==> src/rtl/iram_fetch_arbiter.sv <==
// Round-robin arbiter sharing one single-port instruction RAM between NUM_CORES fetch units.
// Each fetch takes three cycles: grant/address, RAM access, data return with rvalid pulse.
module iram_fetch_arbiter #(
  parameter int unsigned NUM_CORES = 4,
  parameter int unsigned ADDR_W    = 16,
  parameter int unsigned DATA_W    = 16
) (
  input  logic                          clk,
  input  logic                          rst,
  input  logic [NUM_CORES-1:0]          req,
  input  logic [NUM_CORES*ADDR_W-1:0]   addr,
  output logic [NUM_CORES-1:0]          gnt,
  output logic [NUM_CORES-1:0]          rvalid,
  output logic [DATA_W-1:0]             rdata,
  output logic                          busy,
  output logic [ADDR_W-1:0]             iram_addr,
  input  logic [DATA_W-1:0]             iram_data
);

  localparam int unsigned IdxW = (NUM_CORES > 1) ? $clog2(NUM_CORES) : 1;

  typedef enum logic [1:0] {StIdle, StAddr, StData} state_e;

  state_e              state_q;
  logic [IdxW-1:0]     ptr_q;

  logic [ADDR_W-1:0]   addr_arr [NUM_CORES];
  logic                win_found;
  logic [IdxW-1:0]     win_idx;
  logic [IdxW-1:0]     win_next;
  logic [IdxW-1:0]     cand;
  logic [NUM_CORES-1:0] win_onehot;

  for (genvar k = 0; k < NUM_CORES; k++) begin : g_addr
    assign addr_arr[k] = addr[k*ADDR_W +: ADDR_W];
  end

  // First requester at or above ptr_q, wrapping modulo NUM_CORES.
  always_comb begin
    win_found = 1'b0;
    win_idx   = '0;
    cand      = '0;
    for (int unsigned i = 0; i < NUM_CORES; i++) begin
      cand = IdxW'((32'(ptr_q) + i) % NUM_CORES);
      if (!win_found && req[cand]) begin
        win_found = 1'b1;
        win_idx   = cand;
      end
    end
    win_next   = (win_idx == IdxW'(NUM_CORES - 1)) ? '0 : win_idx + IdxW'(1);
    win_onehot = '0;
    win_onehot[win_idx] = 1'b1;
  end

  always_ff @(posedge clk) begin
    if (rst) begin
      state_q   <= StIdle;
      ptr_q     <= '0;
      gnt       <= '0;
      rvalid    <= '0;
      rdata     <= '0;
      busy      <= 1'b0;
      iram_addr <= '0;
    end else begin
      rvalid <= '0;
      case (state_q)
        StIdle: begin
          if (win_found) begin
            iram_addr <= addr_arr[win_idx];
            gnt       <= win_onehot;
            busy      <= 1'b1;
            ptr_q     <= win_next;
            state_q   <= StAddr;
          end
        end
        StAddr: state_q <= StData;
        StData: begin
          // gnt still holds the owner's one-hot code here.
          rdata   <= iram_data;
          rvalid  <= gnt;
          gnt     <= '0;
          busy    <= 1'b0;
          state_q <= StIdle;
        end
        default: state_q <= StIdle;
      endcase
    end
  end

endmodule

==> config.mk <==
export PLATFORM = sky130hd
export DESIGN_NAME = iram_fetch_arbiter
export DESIGN_NICKNAME = d
export VERILOG_FILES = /design/src/rtl/iram_fetch_arbiter.sv
export SDC_FILE = /design/constraint.sdc
export NUM_CORES = 1
export LEC_CHECK = 0
export ABC_AREA = 0
export CORE_MARGIN = 1
export CORE_UTILIZATION = 38
export DETAILED_ROUTE_END_ITERATION = 10
export PLACE_DENSITY = 0.9
export SYNTH_ARGS = -nofsm -noshare
export SYNTH_HDL_FRONTEND = slang
export SYNTH_SLANG_ARGS = --single-unit
==> constraint.sdc <==
create_clock -name clk -period 2.3 [get_ports clk]
set_input_delay 0.23 -clock clk [delete_from_list [all_inputs] [get_ports clk]]
set_output_delay 0.23 -clock clk [all_outputs]
set_load 0.05 [all_outputs]
* After elaboration in Yosys (flattened, before gate mapping) *
Cells that the tools add are included.
Widths: inputs -> output; s select.

operators by class
  multipliers = 0
  add/subtract/negate cells = 4
  shift operators = 0
  reductions and logical operators = 12
  divide/modulo/power cells = 0
  order comparisons = 7
  muxes and demuxes = 28
  bitwise logic cells = 2
  equality and inequality tests = 4

operators with widths
  operator             count
  $bmux 16 s2          1
  $mux 16              2
  $lt 2x3->1 const B   5
  $mux 2               6
  $mux 1               10
  $bmux 1 s2           4
  $pmux 4 s2           1
  $add 2x1->2 const B  2
  $add 2x2->2 const B  2
  $eq 2x2->1 const B   2
  $logic_and 1x1->1    4
  $mux 4               1
  $pmux 2 s2           1
  $reduce_and 2->1     2
  $ge 3x3->1 const B   1
  $logic_not 1->1      3
  $not 2->3            1
  $demux 1 s2          1
  $eq 2x1->1 const B   1
  $ge 2x1->1 const B   1
  $logic_not 2->1      1
  $ne 2x2->1 const B   1
  $pmux 1 s2           1
  $reduce_bool 2->1    1
  2 further kinds      2

word-level totals
  flip-flop bits (word level) = 45
  bits in latches = 0
  memory bits (read-only) = 0
  RAM bits = 0
  memories = 0
  logic and storage cells = 64

* Longest topological paths before layout *
Gate-level depths: netlist of run 1.

  word-level depth = 18
  gate-level depth with buffers = 8

* Worst setup path before layout of run 1 *
Ideal clock, no wire load.

  path type = register to register
  start = register ptr_q[1]
  end = register ptr_q[1]
  path buffers = 2
  setup time = 0.132 ns
  data required time = 2.168 ns
  arrival = 1.627 ns
  path slack = 0.541 ns
  period minus slack after synthesis = 1.759 ns
  stages on the path, launching flop included = 9
  cells stage by stage = dfxtp_1 nand2_1 a311o_1 and2_4 buf_6 buf_12 ha_1 nand2_1 a21oi_1

on the way
  longest elaborated chain between the ends = 14

ends and longest elaborated chain
  what                                                  RTL line  source
  start, declared                                       25        logic [IdxW-1:0] ptr_q;
  start signal, assigned                                72        ptr_q <= win_next;
  branches (longest 11 deep; another with $add 2x1->2)  n/a
  $mux 2 *                                              45        if (!win_found && req[cand]) begin
  $add 2x1->2 / $eq 2x2->1 (equally long branches)      50        win_next = (win_idx == IdxW'(NUM_CORES - 1)) ? '0 : win_idx + IdxW'(1);
  $mux 2 *                                              50
  net win_next[1]                                       30        logic [IdxW-1:0] win_next;

Mark *: on every way through the listed nets, which the timed path passes. The select of a mux whose other input is x is not followed.
A chain may end at the register's enable or synchronous reset.

* Worst setup path in the final report of run 1 *
  start = input port req[0]
  end = register iram_addr[15]

on the way
  longest elaborated chain between the ends = 16

ends and longest elaborated chain
  what                                        RTL line  source
  start, declared                             10        input logic [NUM_CORES-1:0] req,
  $bmux 1 s2                                  45
  $mux 1 (not written as such)                45
  $mux 1                                      45
  $logic_not 1->1                             45
  $logic_and 1x1->1                           45
  $mux 1                                      45
  $logic_not 1->1                             45
  $logic_and 1x1->1                           45
  $mux 1                                      45
  $logic_not 1->1                             45
  $logic_and 1x1->1                           45
  $mux 2                                      45
  $not 2->3 (not written as such)             69        iram_addr <= addr_arr[win_idx];
  $bmux 16 s2                                 69
  $mux 16 (not written as such) (2 in a row)  69
  end signal, assigned                        69
  end, declared                               16        output logic [ADDR_W-1:0] iram_addr,

Several ways; a longest one is shown, not always the timed one. The select of a mux whose other input is x is not followed.

==> results of run 1 <==
## worst paths after layout
kind / start / end / slack [ps] / depth (start not counted)
setup reg to reg: ptr_q[1] / iram_addr[15] / 540 / 6
hold reg to reg: rdata[0] / rdata[0] / 460 / 2
hold / removal: rdata[0] / rdata[0] / 460 / 2
setup / recovery: req[0] / iram_addr[15] / 390 / 6
## state kept, by name (all words and copies together) (netlist names)
name       cells
gnt            4
state_q        2
iram_addr     16
rdata         16
rvalid         4
busy           1
ptr_q          2
## cell usage in the layout (no fill, tap or decap), types with 2 or more instances in the layout
cell | Yosys | final
clkdlybuf4s50_1 | 0 | 126
nand2_1 | 53 | 53
dfxtp_1 | 45 | 45
a21oi_1 | 23 | 23
and3_1 | 20 | 20
mux2i_1 | 16 | 16
a21boi_0 | 16 | 16
o211ai_2 | 10 | 10
o21ai_0 | 9 | 9
o21ai_1 | 7 | 7
buf_4 | 0 | 7
o211ai_1 | 6 | 6
clkbuf_8 | 0 | 6
nand2b_1 | 4 | 4
nand3_1 | 4 | 4
nor2_1 | 3 | 3
nor2b_1 | 3 | 3
inv_1 | 2 | 2
nor2_2 | 2 | 2
## per-layer routing
layer	track usage, %	part of all wire (%)	up-vias
li1	-	-	1146
met1	24.0	42	1041
met2	35.5	48	105
met3	7.44	9.1	5
met4	5.74	0.66	0
met5	0	0	-
## critical path: stages
cell and delay (ps):
clkdlybuf4s50_1 540, nor4_1 100, nor3_2 340, o311a_1 580
o21ai_0 240, o211ai_2 110
## power groups by stage
| stage | clock network (µW) | logic, µW | registers [µW] |
|---|---|---|---|
| after detailed placement | 0 | 975 | 931 |
| after floorplan | 0 | 358 | 1190 |
| final | 628 | 971 | 915 |
| after global routing | 684 | 1030 | 926 |
| after global placement | 0 | 963 | 930 |
| after CTS | 638 | 979 | 914 |
## cells in the mapped netlist, drive strengths merged
library cell	number	area share (%)
inv	2	0.34
mux2i	16	7.2
o311a	1	0.45
a21o	1	0.34
nor2b	3	0.85
and2	1	0.40
nor2	5	1.1
nand3	4	0.91
nand2	53	9.0
o21ai	16	3.6
clkinv	1	0.17
a311o	1	0.45
buf	7	3.0
or3	2	0.79
a21oi	23	5.2
clkbuf	13	2.2
dfxtp	45	41
ha	1	0.57
a21boi	16	5.4
a32oi	1	0.40
nor3	1	0.45
nor3b	1	0.34
o21a	1	0.34
o211ai	16	7.7
nand2b	5	1.8
a211oi	1	0.34
and3	20	5.7
nor4	1	0.28
## area by class of cell
class	count	area, µm²	area share [%]
Clock buffer	6	82.6	2.27
Clock inverter	2	37.5	1.03
Inverter	3	11.3	0.309
Multi-Input combinational cell	190	1180	32.5
Sequential cell	45	901	24.7
Tap cell	72	90.1	2.47
Timing Repair Buffer	134	1330	36.6
## stage by stage
step           worst slack (ps)  instances
6_report                    389        452
3_3_place_gp                169        444
2_1_floorplan               541        258
3_5_place_dp               48.9        444
4_1_cts                     358        452
5_1_grt                     205        452
## cell families after synthesis
group,Yosys count
AOI/OAI and AO/OA,77
adders and majority gates,1
buffers and inverters,23
DFF,45
muxes,16
and+or+nand+nor,96
==> qor.txt, run 1 <==
Clock Power Share: 25.0%
Post-CTS Resized: 0
Crit-path max FO: 16
Sw power: 874 µW
IO buf count: 126
Die area: 6130 µm²
Setup TNS: 0 ps
Avg Inst Size Synth: 8.57 µm²
Design area: 3640 µm²
First-pass GRT wire length: 9890 µm
Setup Buffers After CTS: 0
Die Height: 78.3 µm
MaxCap Viol Count: 0
# DRC: 0
CP Launch Type: input port
WHS: 458 ps
Die X-Extent: 78.3 µm
Synth-to-Final Area Change: 64.6%
WL/cell: 13.7 µm
Register area share after synthesis: 40.7%
# diodes: 0
Worst min path class: flip-flop to flip-flop
CP Class: input port to flip-flop
CTS clock-pin slew for the worst setup and hold paths: 90 ps
Drt first-iter violations: 111
Leak Pwr: 0.00142 µW
Initial core utilization: 39.7%
Synth Register Bits: 45
Synth unique cells: 36
Hold Buf Count CTS: 0
# setup viols final: 0
Initial antenna violation count: 0
Clk_skew: 3.35 ps
Placed instance area: 3520 µm²
Final core utilization: 65.3%
Vias post-DR: 2297
WP data required: 2530 ps
Total GRT Usage: 20.6%
Fill cell count: 474
Detailed placement HPWL: 4750 µm
I/O pin cnt: 127
Fmax: 523 MHz
Synth Area in XOR/XNOR: 0%
TritonRoute pass-1 iters: 4
Clock latency on the worst-skew pair: 300 ps
RSZ-0062 raised after global routing: false
Adder-cell share of the synthesized area: 0.566%
Num CTS Buffers: 5
H-tree depth: 2
Post-route ant nets: 0
Mapped Nets: 345
Final #Nets: 466
Syn. warnings: 0
Min Tclk post-route: 1910 ps
Number of global-route vias before repair: 2143
Largest net degree at the start of global routing: 34
Final hold viol count: 0
Clock sink count: 45
Maximum vdd ir drop: 0.321 mV
WL final: 6180 µm
Mux cell area share after synthesis: 7.24%
CP Capture Type: flip-flop
Final slew viol count: 0
Arrival time at the worst endpoint: 2140 ps
Pwr Total: 2510 µW
Relative slew slack: 47.9%
Synthesized area: 2210 µm²
TritonCTS clock tree: done
Status: finished, final reports clean
Largest family of logic cells by synthesized area: compound AO/OA/AOI/OAI gates
Cells after synthesis: 258
Combinational share of power: 38.6%
Final Wtd Congestion: 0.873
Internal power: 1640 µW
Synth Area in Compound Gates: 24.3%
P per Cell Area: 691 nW/µm²
Layout cells sized above 1: 8.42%
Simple-gate share of the synthesized area: 21.5%
Final period util: 83.1%
FP Rows: 27
CTS root buf: clkbuf_8
Vias/cell: 5.08
Overflow after GRT: 0
Buffer levels on the longest clock path: 2
Seq pwr share: 36.4%
Worst Tran Pin Value: 782 ps
Core ar.: 5570 µm²
Net Sw Frac: 34.8%
Power figures use the tool's default switching activity.
==> inputs of run 2 (changes only) <==
- CORE_UTILIZATION: 38 -> 34
- PLACE_DENSITY: 0.9 -> 0.86
- clock period: 2.3 -> 1.6 ns (I/O delays scaled with it)
==> run 2 against run 1 <==
The run now ends with setup timing left. Utilization fell by 5.4 points. Critical path depth unchanged. Largest power group unchanged. Critical endpoint is now iram_addr[13]. Non-clock buffer count increased by 12.
==> qor.txt, run 2 (synthesis results as in run 1) <==
Status: finished, violations left
Violated checks: setup timing
Die area: 6830 µm² (+11%)
Relative slew slack: 65.9% (+18 points)
RSZ-0062 raised after global routing: true
WL final: 6610 µm (+7.1%)
Synth-to-Final Area Change: 70.9%
Final slew viol count: 0 (unchanged)
Clk_skew: 4.36 ps (+1.01 ps)
Crit-path max cell delay: 350 ps (-230 ps)
Layout cells sized above 1: 24.9% (+17 points)
Maximum vdd ir drop: 0.443 mV (+38%)
# setup viols final: 1 (+1)
Min Tclk post-route: 1600 ps
Vias post-DR: 2330 (+1.4%)
# diodes: 0 (unchanged)
Vias/cell: 4.96 (-2.4%)
Setup ws final: -1.98 ps (-391 ps)
Leak Pwr: 0.00165 µW (+16%)
FP Rows: 29 (+7.4%)
Clock sink count: 45 (unchanged)
Final core utilization: 59.9% (-5.4 points)
Arrival time at the worst endpoint: 1790 ps (-350 ps)
Final hold viol count: 0 (unchanged)
P per Cell Area: 948 nW/µm² (+37%)
Post-route ant nets: 0 (unchanged)
Initial antenna violation count: 0 (unchanged)
WP data required: 1780 ps (-750 ps)
CP Class: flip-flop to flip-flop
H-tree depth: 2 (unchanged)
Detailed placement HPWL: 4970 µm (+4.7%)
Clock latency on the worst-skew pair: 290 ps (about the same)
Initial core utilization: 35.0% (-4.6 points)
CTS root buf: clkbuf_8
Core ar.: 6310 µm² (+13%)
Most frequent cells in the layout: clkdlybuf4s50_1 (81), nand2_1 (53), buf_4 (51)
WL/cell: 14.1 µm (+3.0%)
Largest registers: iram_addr (16), rdata (16)
Final period util: 100%
TritonCTS clock tree: done
Slowest-stage cell, CP: dfxtp_2
WHS: 405 ps (-53.5 ps)
Largest net degree at the start of global routing: 33 (-2.9%)
Commonest non-fill, non-tap cell in the layout: clkdlybuf4s50_1
Drt first-iter violations: 62 (-44%)
I/O pin cnt: 127 (unchanged)
Die X-Extent: 82.7 µm (+5.6%)
Final Wtd Congestion: 0.787 (-9.9%)
Worst Tran Pin Value: 511 ps (-271 ps)
TritonRoute pass-1 iters: 4 (unchanged)
MaxCap Viol Count: 0 (unchanged)
Fmax: 624 MHz
Overflow after GRT: 0 (unchanged)
Num CTS Buffers: 5 (unchanged)
CTS clock-pin slew for the worst setup and hold paths: 90 ps (about the same)
Crit-path max FO: 9 (-7)
IO buf count: 126 (unchanged)
CP Launch Type: flip-flop
Number of global-route vias before repair: 2251 (+5.0%)
First-pass GRT wire length: 10300 µm (+3.8%)
CP cell instances: nor2b_2 > a311o_1 > and2_4 > buf_12 > mux2i_2 > o211ai_2
Buffer levels on the longest clock path: 2 (unchanged)
CP Capture Type: flip-flop
Die Height: 82.7 µm (+5.6%)
# DRC: 0 (unchanged)
Worst min path class: input port to flip-flop
Total GRT Usage: 19.8% (-0.85 points)
Final #Nets: 479 (+2.8%)
run 2: metal layers:
| layer | track usage, % | vias up | part of all wire, % |
|---|---|---|---|
| met5 | 0 | - | 0 |
| met4 | 7.07 | 0 | 1.8 |
| met3 | 5.82 | 11 | 8.8 |
| met2 | 35.1 | 101 | 49 |
| met1 | 22.3 | 1045 | 40 |
| li1 | - | 1173 | - |
run 2: path summary, 6_finish.rpt:
kind | from | endpoint | slack (ps) | cells past startpoint
worst max-delay path | ptr_q[0] | iram_addr[13] | -2 | 6
worst min register to register | rdata[1] | rdata[1] | 460 | 2
worst max register to register | ptr_q[0] | iram_addr[13] | -2 | 6
worst min-delay path | iram_data[12] | rdata[12] | 400 | 3
run 2: worst max-delay path: cells and delay by family, from the launching register on:
kind                   cells  cell delay (ps)
AOI/OAI and AO/OA          2              340
DFF                        1              350
muxes                      1              230
buffers and inverters      1              160
and+or+nand+nor            2              410
run 2: report_power, final:
part | internal [µW] | switching, µW | total [µW]
sequential | 1240 | 74.1 | 1320
combinational | 703 | 854 | 1560
clock | 310 | 398 | 708
total | 2260 | 1330 | 3580
run 2: cell type report:
type / instances / area [µm²]
clock inverters: 3 / 22.5
flip-flops and latches: 45 / 903
repair buffers: 146 / 1390
clock buffers: 5 / 68.8
multi-input cells: 191 / 1290
well taps: 77 / 96.3
fillers: 536 / 2530
inverters: 3 / 11.3
run 2: metrics by stage:
stage	power (µW)	TNS [ps]	cells	setup WS, ps	cell area [µm²]
after floorplan	2240	-30.1	258	-30.1	2230
after CTS	3560	0	469	7.19	3690
after global routing	3780	-456	470	-45.9	3780
after detailed placement	2800	-8390	459	-466	3560
after global placement	2770	-7590	459	-427	3560
final	3580	-1.98	470	-1.98	3780
run 2: what timing repair did:
item                       in CTS  in global routing
pin swaps                       2                  4
cloned                          1                  0
setup endpoints to repair      18                 23
buffers inserted                1                  1
hold buffers                    0                  0
gates resized for setup        15                 23
